`src/rtl/ifetch_unit.sv`:
```
// Instruction fetch stage: drives the instruction memory, fills the IF/ID register and
// parks a response that arrives during a stall in a one-entry skid buffer.
module ifetch_unit (
   input  logic        CLK,
   input  logic        nRST,
   input  logic [31:0] cpc,
   input  logic [31:0] npc,
   output logic        pcEn,
   output logic        iREN,
   output logic [31:0] iaddr,
   input  logic        ihit,
   input  logic [31:0] iload,
   input  logic        stall,
   input  logic        flush,
   input  logic        halt,
   output logic [31:0] instr_out,
   output logic [31:0] pipe_npc,
   output logic        valid_out,
   output logic [31:0] fetch_cnt
);

   typedef enum logic [1:0] {
      FETCH  = 2'd0,
      HOLD   = 2'd1,
      HALTED = 2'd2
   } state_t;

   state_t      r_state;
   state_t      w_state_next;

   logic [31:0] r_instr;
   logic [31:0] r_pipe_npc;
   logic        r_valid;
   logic [31:0] r_fetch_cnt;
   logic [31:0] r_buf_instr;
   logic [31:0] r_buf_npc;

   logic        w_ifid_we;
   logic [31:0] w_ifid_instr;
   logic [31:0] w_ifid_npc;
   logic        w_valid_next;
   logic        w_cnt_inc;
   logic        w_buf_we;
   logic        w_buf_clr;

   // Next-state, PC enable, memory request and IF/ID load controls.
   always_comb begin
      w_state_next = r_state;
      pcEn         = 1'b0;
      iREN         = 1'b0;
      w_ifid_we    = 1'b0;
      w_ifid_instr = r_instr;
      w_ifid_npc   = r_pipe_npc;
      w_valid_next = r_valid;
      w_cnt_inc    = 1'b0;
      w_buf_we     = 1'b0;
      w_buf_clr    = 1'b0;

      if (nRST) begin
         case (r_state)
            FETCH: begin
               iREN = 1'b1;
               if (flush) begin
                  w_ifid_we    = 1'b1;
                  w_ifid_instr = 32'h0;
                  w_ifid_npc   = 32'h0;
                  w_valid_next = 1'b0;
                  w_buf_clr    = 1'b1;
                  pcEn         = 1'b1;
               end else if (halt) begin
                  w_state_next = HALTED;
                  w_buf_clr    = 1'b1;
               end else if (ihit && !stall) begin
                  w_ifid_we    = 1'b1;
                  w_ifid_instr = iload;
                  w_ifid_npc   = npc;
                  w_valid_next = 1'b1;
                  w_cnt_inc    = 1'b1;
                  pcEn         = 1'b1;
               end else if (ihit) begin
                  w_buf_we     = 1'b1;
                  w_state_next = HOLD;
               end else if (!stall) begin
                  // No response and nothing holding us: insert a bubble.
                  w_valid_next = 1'b0;
               end
            end
            HOLD: begin
               if (flush) begin
                  w_ifid_we    = 1'b1;
                  w_ifid_instr = 32'h0;
                  w_ifid_npc   = 32'h0;
                  w_valid_next = 1'b0;
                  w_buf_clr    = 1'b1;
                  pcEn         = 1'b1;
                  w_state_next = FETCH;
               end else if (halt) begin
                  w_state_next = HALTED;
                  w_buf_clr    = 1'b1;
               end else if (!stall) begin
                  w_ifid_we    = 1'b1;
                  w_ifid_instr = r_buf_instr;
                  w_ifid_npc   = r_buf_npc;
                  w_valid_next = 1'b1;
                  w_cnt_inc    = 1'b1;
                  w_buf_clr    = 1'b1;
                  pcEn         = 1'b1;
                  w_state_next = FETCH;
               end
            end
            HALTED: begin
               w_state_next = HALTED;
            end
            default: begin
               w_state_next = FETCH;
            end
         endcase
      end
   end

   always_ff @(posedge CLK) begin
      if (!nRST) begin
         r_state     <= FETCH;
         r_instr     <= 32'h0;
         r_pipe_npc  <= 32'h0;
         r_valid     <= 1'b0;
         r_fetch_cnt <= 32'h0;
         r_buf_instr <= 32'h0;
         r_buf_npc   <= 32'h0;
      end else begin
         r_state <= w_state_next;
         r_valid <= w_valid_next;
         if (w_ifid_we) begin
            r_instr    <= w_ifid_instr;
            r_pipe_npc <= w_ifid_npc;
         end
         if (w_cnt_inc) begin
            r_fetch_cnt <= r_fetch_cnt + 32'd1;
         end
         if (w_buf_we) begin
            r_buf_instr <= iload;
            r_buf_npc   <= npc;
         end else if (w_buf_clr) begin
            r_buf_instr <= 32'h0;
            r_buf_npc   <= 32'h0;
         end
      end
   end

   assign iaddr     = cpc;
   assign instr_out = r_instr;
   assign pipe_npc  = r_pipe_npc;
   assign valid_out = r_valid;
   assign fetch_cnt = r_fetch_cnt;

endmodule

```
`config.mk`:
```
export PLATFORM = sky130hd
export DESIGN_NAME = ifetch_unit
export DESIGN_NICKNAME = d
export VERILOG_FILES = /design/src/rtl/ifetch_unit.sv
export SDC_FILE = /design/constraint.sdc
export NUM_CORES = 1
export LEC_CHECK = 0
export CAP_MARGIN = 40
export CORE_ASPECT_RATIO = 1.75
export CORE_MARGIN = 2
export CORE_UTILIZATION = 40
export CTS_BUF_LIST = sky130_fd_sc_hd__clkbuf_4 sky130_fd_sc_hd__clkbuf_8
export DETAILED_ROUTE_END_ITERATION = 12
export PLACE_DENSITY_LB_ADDON = 0.1
export SYNTH_ARGS = -nofsm -noshare
export SYNTH_HDL_FRONTEND = slang
export SYNTH_SLANG_ARGS = --single-unit
```
`constraint.sdc`:
```
create_clock -name CLK -period 4.3 [get_ports CLK]
set_input_delay 0.43 -clock CLK [delete_from_list [all_inputs] [get_ports CLK]]
set_output_delay 0.43 -clock CLK [all_outputs]
set_load 0.05 [all_outputs]
```
==> run metrics <==
largest net degree at the start of global routing 79; CTS tree done; crit path max fanout 19; global route total overflow 0; worst path cell trace nor2b_4 -> o21a_1 -> o21a_4 -> clkdlybuf4s50_1; IO Port Bufs 168; FILL cells 1785; post-route ant nets 0; critical path class reg2out; wirelength, routed 19300 um; Setup Skew 16.6 ps; crit start category register; sequential area share after synthesis 43.4%; Die Ht 185 um; Initial Util 40.7%; flops & latches, synth 163; CP max stage cell clkdlybuf4s50_1; Max Cap Viol 0; Reg area 3260 um^2; Skew-Pair Late Insertion Delay 450 ps; # diodes 0; multi-input logic area 3760 um^2; PnR Total Power 3.04 mW; initial antenna violation count 0; Die ar. 20000 um^2; htree depth 4; final net count 1059; Setup crit end kind output pin; synthesized area 7520 um^2; hold_buf cts 0; Residual DRC 0; Wirelength per Cell 16.0 um; final hold violation count 0; Synth Area per Inst 8.81 um^2; Post-synth top flop dfxtp_1; 1st-pass router iterations 4; fmax 332 MHz; cell taking the most area after synthesis dfxtp_1; RePlAce Congestion 0.736; Post-Syn Instances 854; period utilisation layout 70.0%; DR vias 6049; final setup vio count 0; TritonCTS sink count 163; Tmin final 3010 ps; relative slew slack 41.5%; asr flop ratio synth 0%; RSZ-0062 raised after global routing false; reg2reg setup slack 2030 ps; Global Route Usage Sum 19.5%; Cell variety after synth 37; Max Root-Sink Buffers 2; Crit path largest cell delay 930 ps; critical path arrival 2580 ps; most frequent cell after synthesis dfxtp_1; Worst-path clk slew 100 ps; core box area 18500 um^2; Vias/cell 5.01; share of cells above drive strength 1 5.99%; Layout area overhead 26.8%; Synth top area share 43.4%; row cnt 66; Yosys warning count 0; CTS root buf clkbuf_8; status finished, final reports clean; PostCTS Resize Cnt 0; DP HPWL 12000 um; IO Count 233; power density cells 319 nW/um^2; number of synthesized flops with an enable pin 0; Leak 3.34 nW; syn_nets 957; WP data required 3870 ps; TritonCTS Buffers 17; worst-margin pin slew 873 ps; post-CTS setup buffer count 0; Die Wd 108 um; Area contributors post-synth dfxtp_1 (43%), nor2b_1 (11%), mux2i_1 (8.8%); Peak VDD IR 0.000180 V; vias in the first global route 5992; Fin Setup TNS 0 ps; top cells by count, synth dfxtp_1 (163), nand2_1 (136), nor2b_1 (133); Pins Over Slew Limit 0; Hold Crit Class in2reg; first-pass GRT wire length 31300 um; Iter 0 DRT Violations 200
==> logic make-up (layout without fill, tap and decap cells) <==
logic type      after synthesis  after routing  share of synthesized area, %
compound gates              140            140                          11.8
xor+xnor                     28             28                          3.26
fa+ha+maj                     1              1                         0.166
buf+inv                      98            213                          7.00
flops                       163            163                          43.4
mux                          66             66                          8.78
simple gates                358            358                          25.6
==> metrics by stage <==
stage	cells	worst slack (ps)	util (%)	hold slack (ps)	area (um^2)
finish	1207	1290	51.6	431	9540
global route	1207	1160	51.6	411	9540
CTS	1207	1240	51.6	394	9540
detailed placement	1175	1340	49.6	467	9170
global placement	1172	1340	49.1	460	9090
floorplan	854	2260	-	488	7520
==> power by group <==
group | internal, mW | switching (mW)
clock network | 0.446 | 0.625
logic | 0.183 | 0.236
registers | 1.54 | 0.0181
total | 2.16 | 0.880
==> area by class of cell <==
type / count / share of cell area [%]
clock buffer: 19 / 2.67
clock inverter: 13 / 1.25
multi-input combinational: 593 / 39.4
sequential: 163 / 34.2
tap: 238 / 3.12
timing repair buffer: 181 / 19.3
==> worst paths after layout <==
check,depth (start not counted),start,endpoint
worst min register to register,1,fetch_cnt[31],fetch_cnt[31]
worst min-delay path,2,nRST,fetch_cnt[18]
worst max register to register,7,r_state[0],pipe_npc[10]
worst max-delay path,4,r_state[0],pcEn
==> worst max-delay path, delay by kind of cell, from the launching register on <==
kind | cells | cell delay, ps
flops | 1 | 510
compound gates | 2 | 490
simple gates | 1 | 210
buf+inv | 1 | 930
==> layer usage <==
metal	track usage (%)	part of all wire (%)	vias to the layer above
li1	-	-	3047
met1	23.5	43	2833
met2	34.2	51	151
met3	4.89	5.0	18
met4	5.49	1.1	0
met5	0	0	-
==> placed cells by master, fill, tap and decap left out, types with 12 or more instances in the layout <==
master,n
a21oi_1,64
a22oi_1,64
and2_1,31
clkbuf_8,18
clkdlybuf4s50_1,166
dfxtp_1,163
mux2i_1,66
nand2_1,136
nand3_1,12
nand4_1,15
nor2b_1,132
xnor2_1,28
==> state kept, by name, summed over array words and instances (netlist names) <==
name / flops
r_buf_npc: 32
instr_out: 32
valid_out: 1
pipe_npc: 32
r_state: 2
fetch_cnt: 32
r_buf_instr: 32
Note: power is estimated with default switching activity, not from simulation.
==> edit 1 (same settings) <==
Make the reset (`nRST`) asynchronous in one clocked block.
--- a/src/rtl/ifetch_unit.sv
+++ b/src/rtl/ifetch_unit.sv
@@ -120,3 +120,3 @@
 
-   always_ff @(posedge CLK) begin
+   always_ff @(posedge CLK or negedge nRST) begin
       if (!nRST) begin
Formal check against the unedited RTL: not equivalent (Yosys sat finds a counterexample within 4 cycles, from zero or initial values and one cycle with nRST low; the reset may be asserted at any time).
==> edit 1 against the original RTL <==
  * Synthesized cell count decreased by 20%
  * Critical path depth unchanged
  * Sequential cell count unchanged
  * Wire length increased by 2.3%
  * Worst setup slack improved by 0.14 ns
  * Final area increased by 0.26%
  * Largest cell class is now sequential cells
  * Critical path type unchanged
  * Synthesized area decreased by 1.1%
  * Highest routed layer is now met5
  * Count of clock-buffer cells in the layout unchanged
  * Clock skew decreased by 0.00054 ns
Power is not compared: it rests on default switching activity, and its combinational part moved more than twofold at a synthesized area within 25%.
==> edit 1: results (changes against the original RTL) <==
[grt]
grt_max_degree = 71  ; -10%
grt_pass1_vias = 6080  ; +1.5%
grt_first_pass_wirelength_um = 31500  ; +0.86%

[cts]
clockBufferDepth = 2  ; unchanged
hold_buffers = 1  ; +1

[cells_and_area]
nFillCells = 1674  ; -6.2%
signal_buffers = 183  ; +1.1%
num-nonclk-inverters = 2  ; +2
clk_share_pct = 3.88  ; -0.036 points
drive_above_1_share_pct = 15.6  ; +9.6 points
area_delta_synth_final_pct = 28.7
buffer_area_share_pct = 19.3  ; -0.037 points
nMultiInputCombCells = 436  ; -26%
nNetsFinal = 906  ; -14%
multi_input_area_share_pct = 31.0  ; -8.4 points
seq_cells = 163  ; unchanged

[yosys]
muxShareOfSynthArea_pct = 9.84  ; +1.1 points
synth_fa_ha_area_share_pct = 0.168  ; +0.0019 points
synth_area_leaders = dfrtp_1 (55%), mux2_2 (9.8%), a22o_1 (7.5%)
synth_seq_area_share_pct = 54.8  ; +11 points
ys_warn_count = 0  ; unchanged
synth_compound_gate_area_share_pct = 12.8  ; +0.96 points
ys_async_sr_fraction_pct = 100  ; +100 points
post_synth_num_cell_types = 36  ; -2.7%
syn_nets = 783  ; -18%
synthXorXnorAreaFrac_pct = 3.65  ; +0.39 points

[status]
outcome = finished clean

[route]
viasPerCell = 5.38  ; +7.4%
wl_um = 19800  ; +2.3%
drtIter0Drc = 254  ; +27%

[die]
die_w_um = 107  ; -0.55%

[timing]
hold_slack_ns = 0.345  ; -0.0861 ns
max_slew.worst_pin.slew_ns = 0.828  ; -0.0458 ns
fin_skew_ns = 0.0161  ; -0.000540 ns

[setup_path]
critPathLaunch = r_state[0]
reg2reg_depth = 6  ; -1
critPathMaxFanout = 9  ; -10
cpPeakStageDelay_ns = 0.88  ; -0.05 ns
r2r-end = instr_out[0]
r2r_setup_slack_ns = 1.74  ; -0.29 ns
worstPathArrival_ns = 2.44  ; -0.14 ns

[placement]
place_area_um2 = 9190  ; +0.19%
dp_hpwl_um = 13100  ; +8.7%
gp_congestion = 0.850  ; +15%

[worst_hold_path]
hp-class = in -> async

[power]
power.total_uw = 5050
pg_clk_uw = 1070

==> edit 1: cell count changes after synthesis, moves of 10 or more <==
cell	before	now
dfrtp_1	0	163
a22oi_1	64	0
a22o_1	0	64
dfxtp_1	163	0
mux2i_1	66	0
and2_1	31	2
mux2_2	0	65
nor2b_1	133	2
clkbuf_1	41	31
==> edit 1: worst reg2reg max path, cell delays in order, from the launching register on <==
cell	delay, ns
dfrtp_1	0.56
nor2b_4	0.22
o21ai_0	0.14
a21oi_4	0.19
buf_4	0.37
buf_4	0.55
mux2_2	0.42
==> edit 1: per-stage QoR <==
stage | instances | setup slack, ns
2_1_floorplan | 680 | 1.89
3_3_place_gp | 1018 | 1.44
3_5_place_dp | 1021 | 1.41
4_1_cts | 1054 | 1.37
5_1_grt | 1054 | 1.32
6_report | 1054 | 1.43
==> edit 1: metal layers <==
layer	vias to the layer above	routed length, um	track usage, %
met5	-	13	0
met4	2	513	9.40
met3	39	897	4.00
met2	171	10500	35.5
met1	2868	7820	24.3
li1	2592	-	-
==> edit 2 (same flow settings) <==
Without the edit above. Register the output `fetch_cnt` once more; this adds one clock of latency there. The other outputs are not delayed to match.
--- a/src/rtl/ifetch_unit.sv
+++ b/src/rtl/ifetch_unit.sv
@@ -153,3 +153,5 @@
    assign valid_out = r_valid;
-   assign fetch_cnt = r_fetch_cnt;
+   always_ff @(posedge CLK) begin
+      fetch_cnt <= r_fetch_cnt;
+   end
 
Check against the original RTL: not settled (the Yosys comparison gave no result); the edit may change what the design does.
==> edit 2 against the original RTL <==
  * Power increased by 15%
  * Sequential share of layout area rose by 5.7 points
  * Fmax grew 0.20%
  * Final area rose by 2.6%
  * Sequential power is 20% higher
  * Synthesized area increased by 3.1%
  * Clock power increased by 7%
  * Worst setup slack better by 0.0061 ns
  * Utilization decreased by 0.36 points
  * Wire length is 4.4% higher
  * Sequential cell count is 32 higher
==> edit 2: results (changes against the original RTL) <==
[status]
outcome = finished clean

[grt]
grtUsageMet2_pct = 35.1  ; +0.93 points
grtUsageTotal_pct = 19.9  ; +0.38 points
grt_first_pass_wirelength_um = 32100  ; +2.6%
grt_max_degree = 66  ; -16%
antenna_found_initial = 1  ; +1
grt_pass1_vias = 6154  ; +2.7%

[timing]
period_needed_ns = 3.00  ; -0.00613 ns
fin_skew_ns = 0.0193  ; +0.00267 ns

[route]
wl_met1_um = 8290  ; -0.74%
vias = 6364  ; +5.2%
wl_per_cell_um = 16.1  ; +0.67%
wl_met2_um = 10500  ; +7.6%
drtPass1Iterations = 5  ; +1

[setup_path]
worstPathArrival_ns = 2.57  ; about the same
critPathMaxFanout = 12  ; -7
r2r-end = pipe_npc[4]

[power]
ir_drop_v = 0.000203  ; +13%
pg_seq_uw = 1860  ; +20%
p_leak_uw = 0.00360  ; +7.7%
p_seq_share_pct = 53.2  ; +2.1 points

[yosys]
muxShareOfSynthArea_pct = 8.52  ; -0.26 points
synth_area_leaders = dfxtp_1 (50%), mux2i_1 (8.5%), nor2_1 (7.9%)
post_synth_num_cell_types = 41  ; +11%
syn_area_per_cell_um2 = 8.68  ; -1.5%
synth_seq_area_share_pct = 50.3  ; +7.0 points

[cts]
clk_latency_ns = 0.47  ; +0.02 ns

[worst_hold_path]
worstHoldPathCells = 0  ; -2

[placement]
placed_cells = 1220  ; +3.8%
gp_congestion = 0.777  ; +5.6%

[cells_and_area]
final_cell_count_no_fill = 1252  ; +3.7%
nNetsFinal = 1101  ; +4.0%

==> edit 2: changes by cell type after synthesis, moves of 4 or more <==
| cell | unedited run | this run |
|---|---|---|
| a21oi_1 | 64 | 69 |
| and2_1 | 31 | 1 |
| buf_2 | 13 | 7 |
| buf_4 | 38 | 34 |
| clkbuf_1 | 41 | 47 |
| dfxtp_1 | 163 | 195 |
| nand2_1 | 136 | 141 |
| nor2_1 | 8 | 164 |
| nor2b_1 | 133 | 1 |
| o21ai_0 | 2 | 6 |
| xnor2_1 | 28 | 6 |
| xor2_1 | 0 | 23 |
==> edit 2: layout make-up <==
cell class | instances | area, um2
multi-input combinational | 599 | 3370
timing repair buffer | 181 | 1810
sequential | 195 | 3900
antenna | 1 | 2.50
fill | 1855 | 9320
tap | 241 | 302
inverter | 4 | 17.5
clock buffer | 19 | 262
clock inverter | 12 | 119
